[src/rtl/muldiv_if.sv]
// muldiv_if: start/busy/done handshake and HI/LO result bus between control_unit and the muldiv engine
interface muldiv_if #(parameter int WIDTH = 32);
  logic             start;
  logic [1:0]       op;
  logic [WIDTH-1:0] a_in;
  logic [WIDTH-1:0] b_in;
  logic             abort;
  logic             busy;
  logic             done;
  logic [WIDTH-1:0] hi_out;
  logic [WIDTH-1:0] lo_out;
  logic             hi_w;
  logic             lo_w;
  logic             div_zero;
  modport master (output start, op, a_in, b_in, abort,
                  input  busy, done, hi_out, lo_out, hi_w, lo_w, div_zero);
  modport slave  (input  start, op, a_in, b_in, abort,
                  output busy, done, hi_out, lo_out, hi_w, lo_w, div_zero);
endinterface

[src/rtl/muldiv_sequencer.sv]
// muldiv_sequencer: iterative signed Booth multiply / restoring divide with start/busy/done sequencing
module muldiv_sequencer #(
  parameter int WIDTH = 32,
  parameter int CNT_W = 6
) (
  input logic     clk,
  input logic     reset_in,
  muldiv_if.slave bus
);
  localparam int W = WIDTH;
  typedef enum logic [2:0] {IDLE, RUN, FIX, DONE, ZERO} state_t;
  state_t           state_q, state_d;
  logic [CNT_W-1:0] cnt_q, cnt_d;
  logic [W:0]       hi_q, hi_d;
  logic [W-1:0]     lo_q, lo_d;
  logic [W-1:0]     b_q, b_d;
  logic [W-1:0]     res_hi_q, res_hi_d;
  logic [W-1:0]     res_lo_q, res_lo_d;
  logic             qm1_q, qm1_d;
  logic             mul_q, mul_d;
  logic             sa_q, sa_d;
  logic             sb_q, sb_d;
  logic [W-1:0]     a_abs, b_abs;
  logic [W:0]       sum, sh;
  logic             ge;
  // Booth add/sub on the sign-extended high half; restoring trial subtract on the shifted remainder
  always_comb begin
    a_abs = bus.a_in[W-1] ? -bus.a_in : bus.a_in;
    b_abs = bus.b_in[W-1] ? -bus.b_in : bus.b_in;
    sum   = (lo_q[0] & ~qm1_q) ? hi_q - {b_q[W-1], b_q} :
            (~lo_q[0] & qm1_q) ? hi_q + {b_q[W-1], b_q} : hi_q;
    sh    = {hi_q[W-1:0], lo_q[W-1]};
    ge    = sh >= {1'b0, b_q};
  end
  // Next-state and datapath update; result registers load only at the end of FIX
  always_comb begin
    state_d  = state_q;
    cnt_d    = cnt_q;
    hi_d     = hi_q;
    lo_d     = lo_q;
    b_d      = b_q;
    qm1_d    = qm1_q;
    mul_d    = mul_q;
    sa_d     = sa_q;
    sb_d     = sb_q;
    res_hi_d = res_hi_q;
    res_lo_d = res_lo_q;
    case (state_q)
      IDLE: if (bus.start && bus.op != 2'b11) begin
        mul_d   = bus.op == 2'b00;
        sa_d    = bus.a_in[W-1];
        sb_d    = bus.b_in[W-1];
        hi_d    = '0;
        qm1_d   = 1'b0;
        cnt_d   = '0;
        lo_d    = mul_d ? bus.a_in : a_abs;
        b_d     = mul_d ? bus.b_in : b_abs;
        state_d = (!mul_d && bus.b_in == '0) ? ZERO : RUN;
      end
      RUN: if (bus.abort) state_d = IDLE;
      else begin
        cnt_d   = cnt_q + CNT_W'(1);
        hi_d    = mul_q ? {sum[W], sum[W:1]} : (ge ? sh - {1'b0, b_q} : sh);
        lo_d    = mul_q ? {sum[0], lo_q[W-1:1]} : {lo_q[W-2:0], ge};
        qm1_d   = lo_q[0];
        state_d = (cnt_q == CNT_W'(W-1)) ? FIX : RUN;
      end
      FIX: if (bus.abort) state_d = IDLE;
      else begin
        res_lo_d = (!mul_q && (sa_q ^ sb_q)) ? -lo_q : lo_q;
        res_hi_d = (!mul_q && sa_q) ? -hi_q[W-1:0] : hi_q[W-1:0];
        state_d  = DONE;
      end
      default: state_d = IDLE;
    endcase
  end
  // State and datapath registers, cleared asynchronously
  always_ff @(posedge clk or negedge reset_in) begin
    if (!reset_in) begin
      state_q  <= IDLE;
      cnt_q    <= '0;
      hi_q     <= '0;
      lo_q     <= '0;
      b_q      <= '0;
      qm1_q    <= 1'b0;
      mul_q    <= 1'b0;
      sa_q     <= 1'b0;
      sb_q     <= 1'b0;
      res_hi_q <= '0;
      res_lo_q <= '0;
    end else begin
      state_q  <= state_d;
      cnt_q    <= cnt_d;
      hi_q     <= hi_d;
      lo_q     <= lo_d;
      b_q      <= b_d;
      qm1_q    <= qm1_d;
      mul_q    <= mul_d;
      sa_q     <= sa_d;
      sb_q     <= sb_d;
      res_hi_q <= res_hi_d;
      res_lo_q <= res_lo_d;
    end
  end
  assign bus.busy     = state_q == RUN || state_q == FIX || state_q == DONE;
  assign bus.hi_w     = state_q == DONE && !bus.abort;
  assign bus.lo_w     = bus.hi_w;
  assign bus.div_zero = state_q == ZERO;
  assign bus.done     = bus.hi_w || bus.div_zero;
  assign bus.hi_out   = res_hi_q;
  assign bus.lo_out   = res_lo_q;
endmodule

[src/flat_wrapper.sv]
// flat-port wrapper written by rule: the top's interface ports become plain ports
module muldiv_sequencer_flat 
#(
  parameter int WIDTH = 32,
  parameter int CNT_W = 6
)
  (clk, reset_in, bus_start, bus_op, bus_a_in, bus_b_in, bus_abort, bus_busy, bus_done, bus_hi_out, bus_lo_out, bus_hi_w, bus_lo_w, bus_div_zero);
  muldiv_if #(.WIDTH(WIDTH)) bus_i ();
  input logic clk;
  input logic reset_in;
  input wire logic [$bits(bus_i.start)-1:0] bus_start;
  input wire logic [$bits(bus_i.op)-1:0] bus_op;
  input wire logic [$bits(bus_i.a_in)-1:0] bus_a_in;
  input wire logic [$bits(bus_i.b_in)-1:0] bus_b_in;
  input wire logic [$bits(bus_i.abort)-1:0] bus_abort;
  output wire logic [$bits(bus_i.busy)-1:0] bus_busy;
  output wire logic [$bits(bus_i.done)-1:0] bus_done;
  output wire logic [$bits(bus_i.hi_out)-1:0] bus_hi_out;
  output wire logic [$bits(bus_i.lo_out)-1:0] bus_lo_out;
  output wire logic [$bits(bus_i.hi_w)-1:0] bus_hi_w;
  output wire logic [$bits(bus_i.lo_w)-1:0] bus_lo_w;
  output wire logic [$bits(bus_i.div_zero)-1:0] bus_div_zero;
  assign bus_i.start = bus_start;
  assign bus_i.op = bus_op;
  assign bus_i.a_in = bus_a_in;
  assign bus_i.b_in = bus_b_in;
  assign bus_i.abort = bus_abort;
  assign bus_busy = bus_i.busy;
  assign bus_done = bus_i.done;
  assign bus_hi_out = bus_i.hi_out;
  assign bus_lo_out = bus_i.lo_out;
  assign bus_hi_w = bus_i.hi_w;
  assign bus_lo_w = bus_i.lo_w;
  assign bus_div_zero = bus_i.div_zero;
  muldiv_sequencer #(.WIDTH(WIDTH), .CNT_W(CNT_W)) u_core (.clk(clk), .reset_in(reset_in), .bus(bus_i));
endmodule
[config.mk]
export PLATFORM = sky130hd
export DESIGN_NAME = muldiv_sequencer_flat
export DESIGN_NICKNAME = d
export VERILOG_FILES = /design/src/rtl/muldiv_if.sv /design/src/rtl/muldiv_sequencer.sv /design/src/flat_wrapper.sv
export SDC_FILE = /design/constraint.sdc
export NUM_CORES = 1
export LEC_CHECK = 0
export CORE_MARGIN = 1.5
export CORE_UTILIZATION = 44
export CTS_BUF_LIST = sky130_fd_sc_hd__clkbuf_16
export DETAILED_ROUTE_END_ITERATION = 12
export MAX_ROUTING_LAYER = met4
export SYNTH_ARGS = -nofsm -noshare
export SYNTH_HDL_FRONTEND = slang
export SYNTH_SLANG_ARGS = --single-unit
[constraint.sdc]
create_clock -name clk -period 9.8 [get_ports clk]
set_input_delay 0.98 -clock clk [delete_from_list [all_inputs] [get_ports clk]]
set_output_delay 0.98 -clock clk [all_outputs]
set_load 0.02 [all_outputs]
==> results.toml, run 1 <==
[timing]
rsz0062_at_grt = "no"
period_needed_ps = 4190
finalMaxSlewViolations = 0
tightestPinTransition_ps = 1200
finalHoldViolCount = 0
layout_setup_ws_ps = 5610
final.setup.tns_ps = 0
fin_worst_skew_ps = 10.5
max_freq_ghz = 0.238
setup-violations-final = 0
hold_slack_ps = 467
fin_crit_sh_pct = 42.8
maxSlewHeadroom_pct = 20.1

[die]
core.rowCount = 68
dieArea_um2 = 36800
die_w_um = 192
core_area_um2 = 34800
die_height_um = 192
pin_count = 139
initial_core_util_pct = 45.1

[worst_hold_path]
hp-class = "in2async"

[route]
drcViolationCount = 0
viasPerCell = 5.92
firstDrtPassIters = 6
wl_per_cell_um = 20.3
final_antenna_net_count = 0
drt_iter0_drc = 1326
wirelength_um = 51700
num_vias = 15100

[yosys]
avgSynthCellArea_um2 = 7.71
ys_types = 79
synth-async-reset-ratio_pct = 100
synth_edf_count = 0
netlist_top_cells_area = "dfrtp_1, ha_1, a21oi_1"
synth_seq_cells = 174
synth_top_cell_by_area = "dfrtp_1"
seq_area_frac_synth_pct = 27.8
synth_top_area_share_pct = 27.8
ys.flop_type = "dfrtp_1"
synth.cell_area_um2 = 15700
synth_fp_nets = 2209
synth_warnings = 0
syn_inst = 2035

[clock_network]
clock_sinks = 174
clk_pin_slew_worst_paths_ps = 70
tritoncts.num_buffers = 17
clk_path_buf_depth = 2
cts_setup_buffers = 0
holdBufCountCts = 0
tritoncts = "yes"
h-tree-depth = 4
cts_resized = 0
clock_latency_ps = 450
root_buffer = "clkbuf_16"

[placed_design]
place_congestion = 0.968
post-place-ws_ps = 5330
portBuffers = 138
post-dp-hpwl_um = 38200

[setup_path]
critPathLaunchType = "flop"
rr_endpoint = "u_core.hi_q[29]"
path_class = "reg2reg"
r2r_cells = 14
cp-end-kind = "flop"
cp.arrival_ps = 4490
required_ps = 10100
cp_max_fo = 8
reg2reg_slack_ps = 5610
timing.rr.start = "u_core.hi_q[0]"

[finish]
mostFrequentLayoutCell = "a21oi_1"
nets = 2255
num-fill-cells = 3422
multi_input_area_um2 = 10500
diodes = 0
final_cell_mix = "a21oi_1, nor2_1, nand2_1"
final-seq-area_um2 = 4360
drive_above_1_share_pct = 4.06
area_growth_pct = 13.8
finish.utilization_pct = 51.3

[power]
powerDensity_nw_per_um2 = 287
peakVddDrop_uv = 171
power_leakage_nw = 7.62
p_total_mw = 5.11

[run]
maxCapViolations = 0

[run_status]
outcome = "finished, final reports clean"

[global_routing]
grt_pass1_wl_um = 80600
grt_usage_pct = 29.2
overflow = 0
antenna_found_initial = 0
grt_start_max_net_pins = 109
grt_pass1_vias = 14200
[sequential cells by signal (all words and copies together) (netlist names)]
signal             flops
u_core.hi_q           33
u_core.b_q            32
u_core.lo_q           32
u_core.mul_q           1
u_core.sa_q            1
u_core.qm1_q           1
u_core.sb_q            1
u_core.bus.hi_out     32
u_core.state_q         3
u_core.cnt_q           6
u_core.bus.lo_out     32
[through the flow]
stage | instances | cell area, um2
floorplan | 2035 | 15700
global placement | 2517 | 17300
detailed placement | 2517 | 17300
CTS | 2549 | 17800
global route | 2549 | 17800
finish | 2549 | 17800
[kinds of logic (layout without fill, tap and decap cells)]
logic type	Yosys count	count (layout)	synth area share, %
AO/OA/AOI/OAI	660	660	26.3
AND/OR/NAND/NOR	638	638	18.4
buffers and inverters	222	281	5.54
XOR/XNOR	197	197	11.0
flip-flops	174	174	27.8
adder cells (fa/ha/maj)	104	104	8.44
multiplexers	40	40	2.58
[layout make-up]
class                   count  area share, %
repair buffers            159           8.63
clock inverters            15          0.624
inverters                  90           1.89
flip-flops and latches    174           24.4
clock buffers              17           2.38
well taps                 455           3.19
multi-input cells        1639           58.9
[power breakdown]
group	internal, mW	switching [mW]	total, mW
Sequential	0.855	0.333	1.19
Clock	0.328	0.333	0.661
Combinational	1.30	1.97	3.26
[critical path: stages, from the launching register on]
cell,delay [ps]
dfrtp_1,520
inv_1,180
ha_1,240
fa_1,390
nand2b_1,210
a21oi_1,210
o211ai_1,170
a2111oi_1,710
nor4b_2,170
a211oi_1,350
o31a_1,230
a311oi_1,130
xnor2_1,180
a221oi_2,290
o22ai_1,90
[how the worst max path moves through the flow]
| stage | cells after the start | end | from |
|---|---|---|---|
| after floorplan | 14 | u_core.hi_q[29] | u_core.hi_q[0] |
| after global placement | 10 | u_core.state_q[0] | bus_b_in[4] |
| after detailed placement | 10 | u_core.b_q[30] | bus_b_in[4] |
| after CTS | 14 | u_core.hi_q[29] | u_core.hi_q[0] |
| after global routing | 14 | u_core.hi_q[29] | u_core.hi_q[0] |
| final | 14 | u_core.hi_q[29] | u_core.hi_q[0] |
[routing by layer]
layer | vias up | track usage [%] | share of wire, % | wire [um]
met5 | - | - | 0 | 0
met4 | 0 | 10.5 | 3.3 | 1700
met3 | 98 | 3.96 | 5.7 | 2930
met2 | 507 | 44.4 | 45 | 23200
met1 | 7181 | 39.7 | 46 | 23800
li1 | 7303 | - | - | -
[synth_stat cells, types with 6 or more instances]
| library cell | n |
|---|---|
| o211ai_1 | 14 |
| nand4_1 | 8 |
| a211oi_1 | 23 |
| nor3_1 | 41 |
| a211o_1 | 7 |
| a21o_1 | 35 |
| o21bai_1 | 16 |
| o41ai_1 | 13 |
| o21a_1 | 8 |
| and3_1 | 10 |
| o221ai_1 | 8 |
| and2_1 | 9 |
| nand3_1 | 25 |
| nor2b_1 | 18 |
| or3_1 | 9 |
| o31ai_1 | 29 |
| a31oi_1 | 18 |
| o21ai_0 | 158 |
| nor2_1 | 234 |
| nand2b_1 | 31 |
| ha_1 | 101 |
| nor4_1 | 20 |
| or4_1 | 9 |
| nor3b_1 | 8 |
| inv_1 | 89 |
| clkbuf_1 | 99 |
| buf_1 | 11 |
| a22o_1 | 6 |
| a22oi_1 | 7 |
| buf_2 | 19 |
| mux2i_1 | 36 |
| dfrtp_1 | 174 |
| a21oi_1 | 236 |
| a221oi_1 | 8 |
| or2_2 | 7 |
| o22ai_1 | 14 |
| nand2_1 | 198 |
| xor2_1 | 89 |
| xnor2_1 | 108 |
Note: power is estimated with default switching activity, not from simulation.
==> run 2: changes to the inputs <==
clock period = 3.86 ns   (was 9.8 ns; I/O delays follow)
==> results.toml, run 2 (synthesized netlist as in run 1, its figures left out) <==
[power]
p_total_mw = 13.8
peakVddDrop_uv = 490
power_leakage_nw = 8.14
powerDensity_nw_per_um2 = 741

[run]
maxCapViolations = 0

[global_routing]
grt_pass1_vias = 14800
antenna_found_initial = 0
grt_start_max_net_pins = 95
grt_usage_pct = 30.7
grt_pass1_wl_um = 84500
overflow = 0

[finish]
largest_reg_flops = 33
drive_above_1_share_pct = 8.60
nets = 2347
stdcell_count = 2641
final_cell_mix = "a21oi_1, nor2_1, nand2_1"
regMostFlops = "u_core.hi_q"
diodes = 0
area_growth_pct = 19.1
finish.utilization_pct = 53.7
mostFrequentLayoutCell = "a21oi_1"
num-fill-cells = 3348

[setup_path]
cp_max_fo = 4
r2r_cells = 14
startpoint = "u_core.b_q[0]"
cpPeakStageDelay_ps = 440
critPathLaunchType = "flop"
path_class = "reg2reg"
crit_path_end = "u_core.hi_q[31]"
cpMaxStageDelayCell = "a221oi_2"
rr_endpoint = "u_core.hi_q[31]"
required_ps = 4200
reg2reg_slack_ps = 140
cp_cell_sequence = "ha_1, inv_1, fa_2, o21bai_2, a21oi_1, o211ai_1, a221oi_2, nand4b_1, o311ai_4, o31ai_4, o31ai_4, a2111oi_4, a211oi_1, or3_1"
crit_top_cell = "o31ai_4"
cp-end-kind = "flop"
cp.arrival_ps = 4060
timing.rr.start = "u_core.b_q[0]"

[run_status]
violations = "negative hold slack"
outcome = "finished, violations left"

[timing]
hold_slack_ps = -1.22
maxSlewHeadroom_pct = 30.2
finalHoldViolCount = 1
period_needed_ps = 3720
finalMaxSlewViolations = 0
fin_worst_skew_ps = 15.5
fin_crit_sh_pct = 96.4
max_freq_ghz = 0.269
tightestPinTransition_ps = 1050
final.setup.tns_ps = 0
setup-violations-final = 0

[route]
final_antenna_net_count = 0
wl_met3_um = 2990
routed.top_layer = "met4"
viasPerCell = 5.92
wl_met2_um = 25500
wirelength_um = 54200
drt_iter0_drc = 1365
wl_per_cell_um = 20.5
firstDrtPassIters = 6
drt-met1-wl_um = 24400
num_vias = 15600
drcViolationCount = 0

[worst_hold_path]
hp-class = "in2async"

[clock_network]
h-tree-depth = 4
tritoncts.num_buffers = 17
holdBufCountCts = 0
clock_sinks = 174
tritoncts = "yes"
clock_latency_ps = 470
root_buffer = "clkbuf_16"
clk_pin_slew_worst_paths_ps = 80
clk_path_buf_depth = 2

[die]
die_height_um = 192
core.rowCount = 68
pin_count = 139
initial_core_util_pct = 45.1
core_area_um2 = 34800
die_w_um = 192
dieArea_um2 = 36800

[placed_design]
post-dp-hpwl_um = 40900
dp_cells = 2606
place_congestion = 0.978
portBuffers = 138
==> run 2: changes by cell type in the layout (fill, tap and decap cells not counted), sizes merged <==
cell | previous run | this run
clkinv | 7 | 6
bufinv | 0 | 2
inv | 95 | 94
buf | 22 | 114
==> run 2: worst min path at each step <==
stage / slack, ps / endpoint
after floorplan: 90 / u_core.b_q[0]
after global placement: 490 / u_core.sb_q
after detailed placement: 510 / u_core.sb_q
after CTS: 70 / u_core.b_q[8]
after global routing: 80 / u_core.b_q[8]
final: -1 / u_core.b_q[8]
==> run 2: power breakdown <==
| part | total (mW) | switching [mW] | internal [mW] |
|---|---|---|---|
| clock network | 1.80 | 0.844 | 0.960 |
| registers | 2.72 | 0.543 | 2.18 |
| logic | 9.32 | 5.55 | 3.77 |
==> run 2: final cells by class <==
type | count | area (um2) | area share, %
repair buffers | 251 | 2260 | 12.1
multi-input cells | 1639 | 10600 | 56.6
well taps | 455 | 569 | 3.05
clock inverters | 15 | 160 | 0.857
inverters | 90 | 338 | 1.81
clock buffers | 17 | 425 | 2.28
flip-flops and latches | 174 | 4360 | 23.3
==> run 2: worst max-delay path, delay by kind of cell (launching register included) <==
kind	cells	cell delay, ps
flip-flops	1	420
AO/OA/AOI/OAI	9	1960
AND/OR/NAND/NOR	2	680
adder cells (fa/ha/maj)	2	440
buffers and inverters	1	70
==> run 2: routing by layer <==
layer | global-route usage, % | vias to the layer above
met2 | 48.8 | 546
met5 | - | -
met1 | 41.1 | 7519
li1 | - | 7484
met3 | 3.95 | 78
met4 | 8.59 | 0
==> run 2: per-stage QoR <==
stage	hold slack [ps]	setup WS, ps	cell area, um2
after floorplan	90.4	470	15700
after global placement	493	194	18000
after detailed placement	505	163	18000
after CTS	71.5	133	18600
after global routing	78.2	-18.5	18700
final	-1.22	140	18700
==> run 2: repair_timing <==
item / 4_1_cts / 5_1_grt
setup endpoints to repair: 0 / 7
setup buffers: 0 / 3
endpoints found under the hold margin: 0 / 0
resized for setup: 0 / 15
